`src/rtl/ps2_key_pad_pkg.sv`:
```
// ps2_key_pad_pkg: button indices, scancode map and repeat states for ps2_key_pad
package ps2_key_pad_pkg;

   typedef enum logic [2:0] {
      BTN_UP, BTN_DOWN, BTN_LEFT, BTN_RIGHT, BTN_JUMP, BTN_ACTION, BTN_START, BTN_SELECT
   } btn_e;

   typedef enum logic [1:0] {R_IDLE, R_DELAY, R_REPEAT} rep_state_e;

   // {extended, scancode}
   localparam logic [8:0] SC_UP     = 9'h175;
   localparam logic [8:0] SC_DOWN   = 9'h172;
   localparam logic [8:0] SC_LEFT   = 9'h16B;
   localparam logic [8:0] SC_RIGHT  = 9'h174;
   localparam logic [8:0] SC_JUMP   = 9'h029;
   localparam logic [8:0] SC_ACTION = 9'h014;
   localparam logic [8:0] SC_START  = 9'h05A;
   localparam logic [8:0] SC_SELECT = 9'h076;

   // cycles for a millisecond interval; divide first so 50 MHz * 400 ms stays in 32 bits
   function automatic int ms_to_cyc(input int hz, input int ms);
      return (hz / 1000) * ms;
   endfunction

   // returns {hit, button index}; the extended bit must match exactly
   function automatic logic [3:0] key_map(input logic [8:0] k);
      case (k)
         SC_UP:     return {1'b1, BTN_UP};
         SC_DOWN:   return {1'b1, BTN_DOWN};
         SC_LEFT:   return {1'b1, BTN_LEFT};
         SC_RIGHT:  return {1'b1, BTN_RIGHT};
         SC_JUMP:   return {1'b1, BTN_JUMP};
         SC_ACTION: return {1'b1, BTN_ACTION};
         SC_START:  return {1'b1, BTN_START};
         SC_SELECT: return {1'b1, BTN_SELECT};
         default:   return 4'b0000;
      endcase
   endfunction

endpackage

```
`src/rtl/ps2_key_pad_repeat.sv`:
```
// ps2_key_pad_repeat: auto-repeat FSM for the most recently pressed direction
module ps2_key_pad_repeat
   import ps2_key_pad_pkg::*;
#(
   parameter int CLK_HZ          = 50_000_000,
   parameter int REPEAT_DELAY_MS = 400,
   parameter int REPEAT_RATE_MS  = 100
) (
   input  logic       clk,
   input  logic       reset_n,
   input  logic [3:0] dir_press,
   input  logic [3:0] dir_held,
   output logic [3:0] rep
);
   localparam int DLY = ms_to_cyc(CLK_HZ, REPEAT_DELAY_MS);
   localparam int RATE = ms_to_cyc(CLK_HZ, REPEAT_RATE_MS);
   localparam int CW = $clog2((DLY > RATE ? DLY : RATE) + 1) + 1;
   rep_state_e state, state_nx;
   logic [CW-1:0] cnt, cnt_nx;
   logic [1:0] sel, sel_nx;
   // state, countdown and target direction registers
   always_ff @(posedge clk or negedge reset_n)
      if (!reset_n) begin
         state <= R_IDLE;
         cnt <= '0;
         sel <= '0;
      end else begin
         state <= state_nx;
         cnt <= cnt_nx;
         sel <= sel_nx;
      end
   // counter loads one less than the interval so the pulse lands exactly on the interval
   always_comb begin
      state_nx = state;
      cnt_nx = cnt;
      sel_nx = sel;
      rep = '0;
      if (|dir_press) begin
         state_nx = R_DELAY;
         cnt_nx = CW'(DLY - 1);
         sel_nx = dir_press[3] ? 2'd3 : dir_press[2] ? 2'd2 : dir_press[1] ? 2'd1 : 2'd0;
      end else if (state != R_IDLE && !dir_held[sel]) begin
         state_nx = R_IDLE;
      end else if (state != R_IDLE) begin
         if (cnt == '0) begin
            rep[sel] = 1'b1;
            cnt_nx = CW'(RATE - 1);
            state_nx = R_REPEAT;
         end else begin
            cnt_nx = cnt - 1'b1;
         end
      end
   end
endmodule

```
`src/rtl/ps2_key_pad.sv`:
```
// ps2_key_pad: hps_io ps2_key decoder to 8-bit pad with SOCD; PS2_KEY_PAD_REPEAT_EN adds direction auto-repeat
module ps2_key_pad
   import ps2_key_pad_pkg::*;
#(
   parameter int CLK_HZ          = 50_000_000,
   parameter int REPEAT_DELAY_MS = 400,
   parameter int REPEAT_RATE_MS  = 100
) (
   input  logic        clk,
   input  logic        reset_n,
   input  logic [10:0] ps2_key,
   output logic [7:0]  btn_held,
   output logic [7:0]  btn_press,
   output logic [7:0]  btn_release,
   output logic        key_event
);
   logic tog_q, armed, ev, hit, newp;
   logic last_h, last_v, last_h_nx, last_v_nx;
   logic [2:0] idx;
   logic [7:0] raw, raw_nx, held_nx;
   logic [3:0] rep;
   assign ev = armed & (ps2_key[10] != tog_q);
   // next raw state, SOCD winner tracking and resolved held levels
   always_comb begin
      {hit, idx} = key_map(ps2_key[8:0]);
      newp = ev & hit & ps2_key[9] & ~raw[idx];
      raw_nx = raw;
      if (ev && hit) raw_nx[idx] = ps2_key[9];
      last_h_nx = (newp && idx == BTN_LEFT) ? 1'b0 : (newp && idx == BTN_RIGHT) ? 1'b1 : last_h;
      last_v_nx = (newp && idx == BTN_UP) ? 1'b0 : (newp && idx == BTN_DOWN) ? 1'b1 : last_v;
      held_nx = raw_nx;
      if (raw_nx[BTN_LEFT] && raw_nx[BTN_RIGHT]) begin
         held_nx[BTN_LEFT] = ~last_h_nx;
         held_nx[BTN_RIGHT] = last_h_nx;
      end
      if (raw_nx[BTN_UP] && raw_nx[BTN_DOWN]) begin
         held_nx[BTN_UP] = ~last_v_nx;
         held_nx[BTN_DOWN] = last_v_nx;
      end
   end
`ifdef PS2_KEY_PAD_REPEAT_EN
   ps2_key_pad_repeat #(
      .CLK_HZ(CLK_HZ), .REPEAT_DELAY_MS(REPEAT_DELAY_MS), .REPEAT_RATE_MS(REPEAT_RATE_MS)
   ) u_repeat (
      .clk(clk), .reset_n(reset_n),
      .dir_press(held_nx[3:0] & ~btn_held[3:0]),
      .dir_held(held_nx[3:0]),
      .rep(rep)
   );
`else
   assign rep = '0;
`endif
   // toggle tracking, raw state and registered outputs
   always_ff @(posedge clk or negedge reset_n)
      if (!reset_n) begin
         tog_q <= 1'b0;
         armed <= 1'b0;
         key_event <= 1'b0;
         raw <= '0;
         last_h <= 1'b0;
         last_v <= 1'b0;
         btn_held <= '0;
         btn_press <= '0;
         btn_release <= '0;
      end else begin
         tog_q <= ps2_key[10];
         armed <= 1'b1;
         key_event <= ev;
         raw <= raw_nx;
         last_h <= last_h_nx;
         last_v <= last_v_nx;
         btn_held <= held_nx;
         btn_press <= (held_nx & ~btn_held) | {4'b0, rep};
         btn_release <= btn_held & ~held_nx;
      end
endmodule

```
`config.mk`:
```
export PLATFORM = sky130hd
export DESIGN_NAME = ps2_key_pad
export DESIGN_NICKNAME = d
export VERILOG_FILES = /design/src/rtl/ps2_key_pad_pkg.sv /design/src/rtl/ps2_key_pad_repeat.sv /design/src/rtl/ps2_key_pad.sv
export SDC_FILE = /design/constraint.sdc
export NUM_CORES = 1
export LEC_CHECK = 0
export CAP_MARGIN = 5
export CORE_MARGIN = 2
export CORE_UTILIZATION = 30
export DETAILED_ROUTE_END_ITERATION = 8
export SLEW_MARGIN = 10
export SYNTH_ARGS = -nofsm -noshare
export SYNTH_HDL_FRONTEND = slang
export SYNTH_SLANG_ARGS = --single-unit
```
`constraint.sdc`:
```
create_clock -name clk -period 4.2 [get_ports clk]
set_input_delay 0.84 -clock clk [delete_from_list [all_inputs] [get_ports clk]]
set_output_delay 0.84 -clock clk [all_outputs]
set_load 0.05 [all_outputs]
```
# Word level (Yosys, flattened, before mapping)
# Index checks and enable logic that the tools add are counted.
[op_classes]
bitwise = 11
addsub = 0
shift = 0
muxes = 13
magnitude_cmp = 2
n_eq_ne = 12
div = 0
n_mul = 0
n_reduce_logical = 9
[op_table]
columns = ["op", "n"]
rows = [
  ["9-bit == test, second input constant", 4],
  ["4-bit case mux with 8 select lines", 1],
  ["9-bit by 7-bit == test with 1-bit output, second input constant", 2],
  ["8-bit AND", 2],
  ["8-bit NOT", 2],
  ["9-bit by 5-bit == test with 1-bit output, second input constant", 1],
  ["9-bit by 6-bit == test with 1-bit output, second input constant", 1],
  ["8-bit bitwise mux", 1],
  ["1-bit logical AND", 8],
  ["8-bit 2-to-1 mux", 1],
  ["3-bit by 2-bit == test with 1-bit output, second input constant", 2],
  ["1-bit 2-to-1 mux", 6],
  ["1-bit AND", 4],
  ["3-bit by 4-bit less-than comparator with 1-bit output, second input constant", 1],
  ["2-bit 2-to-1 mux", 2],
  ["1-bit binary-select mux with 3-bit select", 1],
  ["1-bit demux with 3-bit select", 1],
  ["3-bit by 1-bit == test with 1-bit output, second input constant", 1],
  ["3-bit by 1-bit >= comparator with 1-bit output, second input constant", 1],
  ["3-bit logical NOT", 1],
  ["1-bit NOT", 3],
  ["1-bit inequality test", 1],
]
[word_totals]
wordCells = 56
latch_bits = 0
n_memories = 0
mem_bits_rw = 0
output_inout_bits = 25
register_bits = 37
rom_bits = 0
inputBits = 13

# Depth between registers and ports, before layout
[depth]
word_depth = 13
mapped_depth = 10
mapped_depth_nobuf = 9

# Worst setup path before layout
# OpenSTA, ideal clock, no wires.
[synth_timing]
kind = "input port to flip-flop"
from = "input port ps2_key[2]"
to = "register btn_release[3]"
arrival_ns = 2.764
slack_ns = 1.369
path_buffers = 2
path_stages = 10
setup_time_ns = 0.068
t_required_ns = 4.132
cell_sequence = "buf_6 -> or3b_4 -> a211o_1 -> a21boi_2 -> and2_1 -> buf_4 -> nor2b_1 -> a211oi_2 -> a211oi_2 -> and2_1"
[synth_via]
elab_chain_cells = 12
elab_cells_between_ends = 33
classes_between = "order compare: 2; eq/ne: 10; mux: 10; bitwise: 6; reduce/logical: 5"
[synth_rtl]
columns = ["item", "line", "rtl"]
rows = [
  ["start, declared", "ps2_key_pad.sv:11", "input logic [10:0] ps2_key,"],
  ["9-bit by 7-bit == test with 1-bit output (tied with other cells)", "ps2_key_pad_pkg.sv:27", "case (k)"],
  ["4-bit case mux with 8 select lines *", "ps2_key_pad_pkg.sv:27", ""],
  ["3-bit by 4-bit less-than comparator with 1-bit output (not written as such) (tied with other cells)", "ps2_key_pad.sv:28", "if (ev && hit) raw_nx[idx] = ps2_key[9];"],
  ["1-bit logical AND (not written as such) / 1-bit 2-to-1 mux (equally long branches)", "ps2_key_pad.sv:28, ps2_key_pad.sv:26", ""],
  ["1-bit 2-to-1 mux (not written as such) / 1-bit NOT (equally long branches)", "ps2_key_pad.sv:28, ps2_key_pad.sv:26", ""],
  ["1-bit demux with 3-bit select / 1-bit AND (equally long branches)", "ps2_key_pad.sv:28, ps2_key_pad.sv:26", ""],
  ["8-bit bitwise mux / 1-bit logical AND (equally long branches)", "ps2_key_pad.sv:28, ps2_key_pad.sv:29", ""],
  ["8-bit 2-to-1 mux / 1-bit 2-to-1 mux (equally long branches)", "ps2_key_pad.sv:28, ps2_key_pad.sv:29", ""],
  ["1-bit logical AND / 1-bit 2-to-1 mux (equally long branches)", "ps2_key_pad.sv:32, ps2_key_pad.sv:29", ""],
  ["2-bit 2-to-1 mux *", "ps2_key_pad.sv:32", "if (raw_nx[BTN_LEFT] && raw_nx[BTN_RIGHT]) begin"],
  ["8-bit NOT *", "ps2_key_pad.sv:74", "btn_release <= btn_held & ~held_nx;"],
  ["8-bit AND *", "ps2_key_pad.sv:74", ""],
  ["end signal, assigned", "ps2_key_pad.sv:74", ""],
  ["end, declared", "ps2_key_pad.sv:14", "output logic [7:0] btn_release,"],
]
# Every way passes the cells marked *; elsewhere a longest branch is shown, timed or not. The select of a mux whose other input is x is not followed.

# Final worst setup path
[layout_timing]
from = "input port ps2_key[1]"
to = "register btn_release[3]"
# Same word-level chain as after synthesis.

==> impl_metrics.csv <==
group,metric,value,unit
critical_path,startpoint,"ps2_key[1]",
layout,drive_gt1_share,15.8,%
power,seq_power_share,50.0,%
power,comb_power_share,10.0,%
route,drt_wl_total,3420,um
power,netSwitchingFraction,23.3,%
clocking,cts_resized,0,
sta,drv_slew,0,
critical_path,crit_end,"btn_release[3]",
clocking,holdBufCountCts,0,
power,peakVddDrop,0.169,mV
critical_path,required,4.42,ns
route,viasPerCell,4.69,
place,place.gp.congestion,0.828,
floorplanning,die_area,6530,um2
floorplanning,die_h,80.8,um
yosys,synth_edf_count,0,
yosys,netlist.area_leader.share,46.6,%
clocking,clkSlewWorstSetupHoldPaths,0.06,ns
clocking,clk_latency,0.28,ns
sta,post-route-period-util,79.0,%
yosys,synthTopCellsByArea,"dfrtp_1 (47%), nor3b_1 (3.4%), nand3_1 (2.5%)",
clocking,cts_made_buffers,5,
global_routing,antenna_found_initial,0,
yosys,synth_cells,165,
critical_path,rr_endpoint,"btn_release[3]",
critical_path,ff2ff_path_depth,8,
critical_path,cp.arrival,3.54,ns
sta,fmax,0.301,GHz
sta,finalSetupTns,0,ns
layout,diodes,0,
clocking,postCtsSetupRepairBufs,0,
power,p_int,495,uW
sta,skew,0.00353,ns
place,portBuffers,37,
global_routing,grt_pass1_wl,5950,um
floorplanning,io_pins,38,
route,drtIter0Drc,63,
clocking,htreeDepth,2,
global_routing,grt_pass1_vias,1252,
worst_hold_path,min_path_type,"reg -> reg",
clocking,cts_tree,"built",
clocking,cts-root-buf,"clkbuf_8",
global_routing,grt_overflow_total,0,
sta,hold_viol_final,0,
critical_path,rrSetupSlack,1.90,ns
layout,multi_input_area,827,um2
place,dp_hpwl,2570,um
sta,slew_headroom,65.1,%
floorplanning,row_count,27,
critical_path,setup.worst_path.end_class,"register",
layout,final_net_count,214,
yosys,postSynthAreaPerCell,10.7,um2
global_routing,globalRoute.busiestLayer,"met2",
sta,worstMarginPinSlew,0.519,ns
critical_path,crit_type,"in -> reg",
yosys,yosysUniqueCellTypes,59,
layout,n_fill_cell,575,
layout,final_util,40.6,%
layout,area_growth,28.5,%
clocking,clockBufferDepth,2,
global_routing,grtUsageMet2,18.0,%
place,post-place-ws,0.586,ns
yosys,synthFlopType,"dfrtp_1",
route,vias,1286,
sta,layout_setup_ws,0.880,ns
power,p_sw,150,uW
layout,register_area,826,um2
global_routing,grt_max_degree,34,
yosys,ys_seq_elements,33,
critical_path,crit_fanout,9,
global_routing,grt.met1_usage,15.9,%
sta,min_period,3.32,ns
yosys,synth_nets,178,
yosys,synth-warning-count,0,
yosys,yosysSeqAreaShare,46.6,%
yosys,netlist_area,1770,um2
floorplanning,dieWidth,80.8,um
power,clkPwrFrac,40.0,%
yosys,ys_async_sr_fraction,100,%
flow_run,maxCapViolations,0,
global_routing,grt_usage,11.7,%
sta,setup_viol,0,
critical_path,r2r_start,"tog_q",
floorplanning,start_util,31.6,%
critical_path,critPathLaunchType,"input port",
route,drc_errors,0,
global_routing,use_met3,4.00,%
floorplanning,core,5610,um2
route,avgRoutedWirePerCell,12.5,um
power,power_per_cell_area,284,nW/um2
route,first_pass_iters,5,
outcome,status,"completed",
clocking,clock_sinks,33,
yosys,yosys.area.top_type,"dfrtp_1",
route,postRouteAntennaNets,0,
sta,rsz0062_at_grt,"no",
power,power_leakage,0.975,nW
## worst max-delay path, stage by stage
cell and delay, ns:
clkdlybuf4s50_1 0.67, or3b_4 0.44, a211o_1 0.28, a21boi_2 0.21, and2_1 0.29, nor2b_1 0.23, a211oi_2 0.13, a211oi_2 0.28
and2_1 0.16
## registers in the layout, indices dropped and copies added, names as in the netlist
name / count
armed: 1
last_h: 1
last_v: 1
btn_held: 5
tog_q: 1
raw: 7
key_event: 1
btn_press: 8
btn_release: 8
## metal layers
metal / vias to the layer above / wire (um) / part of all wire (%)
met5: - / 0 / 0
met4: 0 / 28 / 0.82
met3: 5 / 213 / 6.2
met2: 35 / 1570 / 46
met1: 596 / 1610 / 47
li1: 650 / - / -
## layout by cell type (no fill, tap or decap), types with 2 or more instances in the layout
master / n
a211oi_2: 2
a21oi_1: 4
and2_1: 4
and3_1: 2
buf_4: 2
clkbuf_8: 7
clkdlybuf4s50_1: 37
dfrtp_1: 33
inv_1: 11
mux2_2: 4
nand2_1: 7
nand2b_1: 4
nand3_1: 9
nand3b_1: 2
nand4_1: 2
nor2_1: 7
nor2b_1: 6
nor3_1: 5
nor3b_1: 8
nor4_1: 2
o21a_1: 3
o21ai_0: 2
o21ai_1: 2
or3_1: 2
## metrics by stage
| step | hold WS, ns | power (mW) | cells | cell area, um2 |
|---|---|---|---|---|
| 3_5_place_dp | 0.436 | 0.394 | 266 | 2170 |
| 6_report | 0.448 | 0.646 | 274 | 2270 |
| 2_1_floorplan | 0.449 | 0.364 | 165 | 1770 |
| 4_1_cts | 0.456 | 0.657 | 274 | 2270 |
| 3_3_place_gp | 0.441 | 0.394 | 266 | 2170 |
| 5_1_grt | 0.492 | 0.678 | 274 | 2270 |
## cells in the mapped netlist (3+ instances only)
| cell | number |
|---|---|
| mux2_2 | 4 |
| and2_1 | 4 |
| buf_4 | 5 |
| dfrtp_1 | 33 |
| nand3_1 | 9 |
| inv_1 | 11 |
| a21oi_1 | 4 |
| nor3b_1 | 8 |
| nor2b_1 | 6 |
| o21a_1 | 3 |
| nand2b_1 | 4 |
| nor2_1 | 7 |
| nor3_1 | 5 |
| nand2_1 | 7 |
## area by class of cell
| cell class | instances | area share [%] |
|---|---|---|
| clock buffer | 7 | 4.24 |
| clock inverter | 1 | 0.220 |
| inverter | 12 | 1.98 |
| multi-input combinational | 110 | 36.4 |
| sequential | 33 | 36.3 |
| tap | 72 | 3.96 |
| timing repair buffer | 39 | 16.9 |
## how the worst min path moves through the flow
stage | startpoint | end | cells past startpoint
detailed placement | btn_held[0] | btn_press[0] | 1
floorplan | raw[6] | btn_press[6] | 1
finish | btn_held[0] | btn_press[0] | 1
global route | btn_held[0] | btn_press[0] | 1
global placement | btn_held[0] | btn_press[0] | 1
CTS | btn_held[0] | btn_press[0] | 1
## cell families (layout without fill, tap and decap cells)
| logic type | after synthesis | count (layout) | synth area share [%] |
|---|---|---|---|
| flops | 33 | 33 | 46.6 |
| simple gates | 74 | 74 | 27.1 |
| xor+xnor | 2 | 2 | 0.990 |
| compound gates | 27 | 27 | 14.0 |
| buf+inv | 22 | 59 | 6.64 |
| other cells | 1 | 1 | 0.212 |
| mux | 6 | 6 | 4.38 |
## power by group through the flow
stage               clock network, mW  logic (mW)  registers [mW]
floorplan                           0      0.0298           0.334
global placement                    0      0.0651           0.329
detailed placement                  0      0.0653           0.329
CTS                             0.269      0.0653           0.323
global route                    0.284      0.0712           0.323
finish                          0.259      0.0643           0.323
Note: power is estimated with default switching activity, not from simulation.
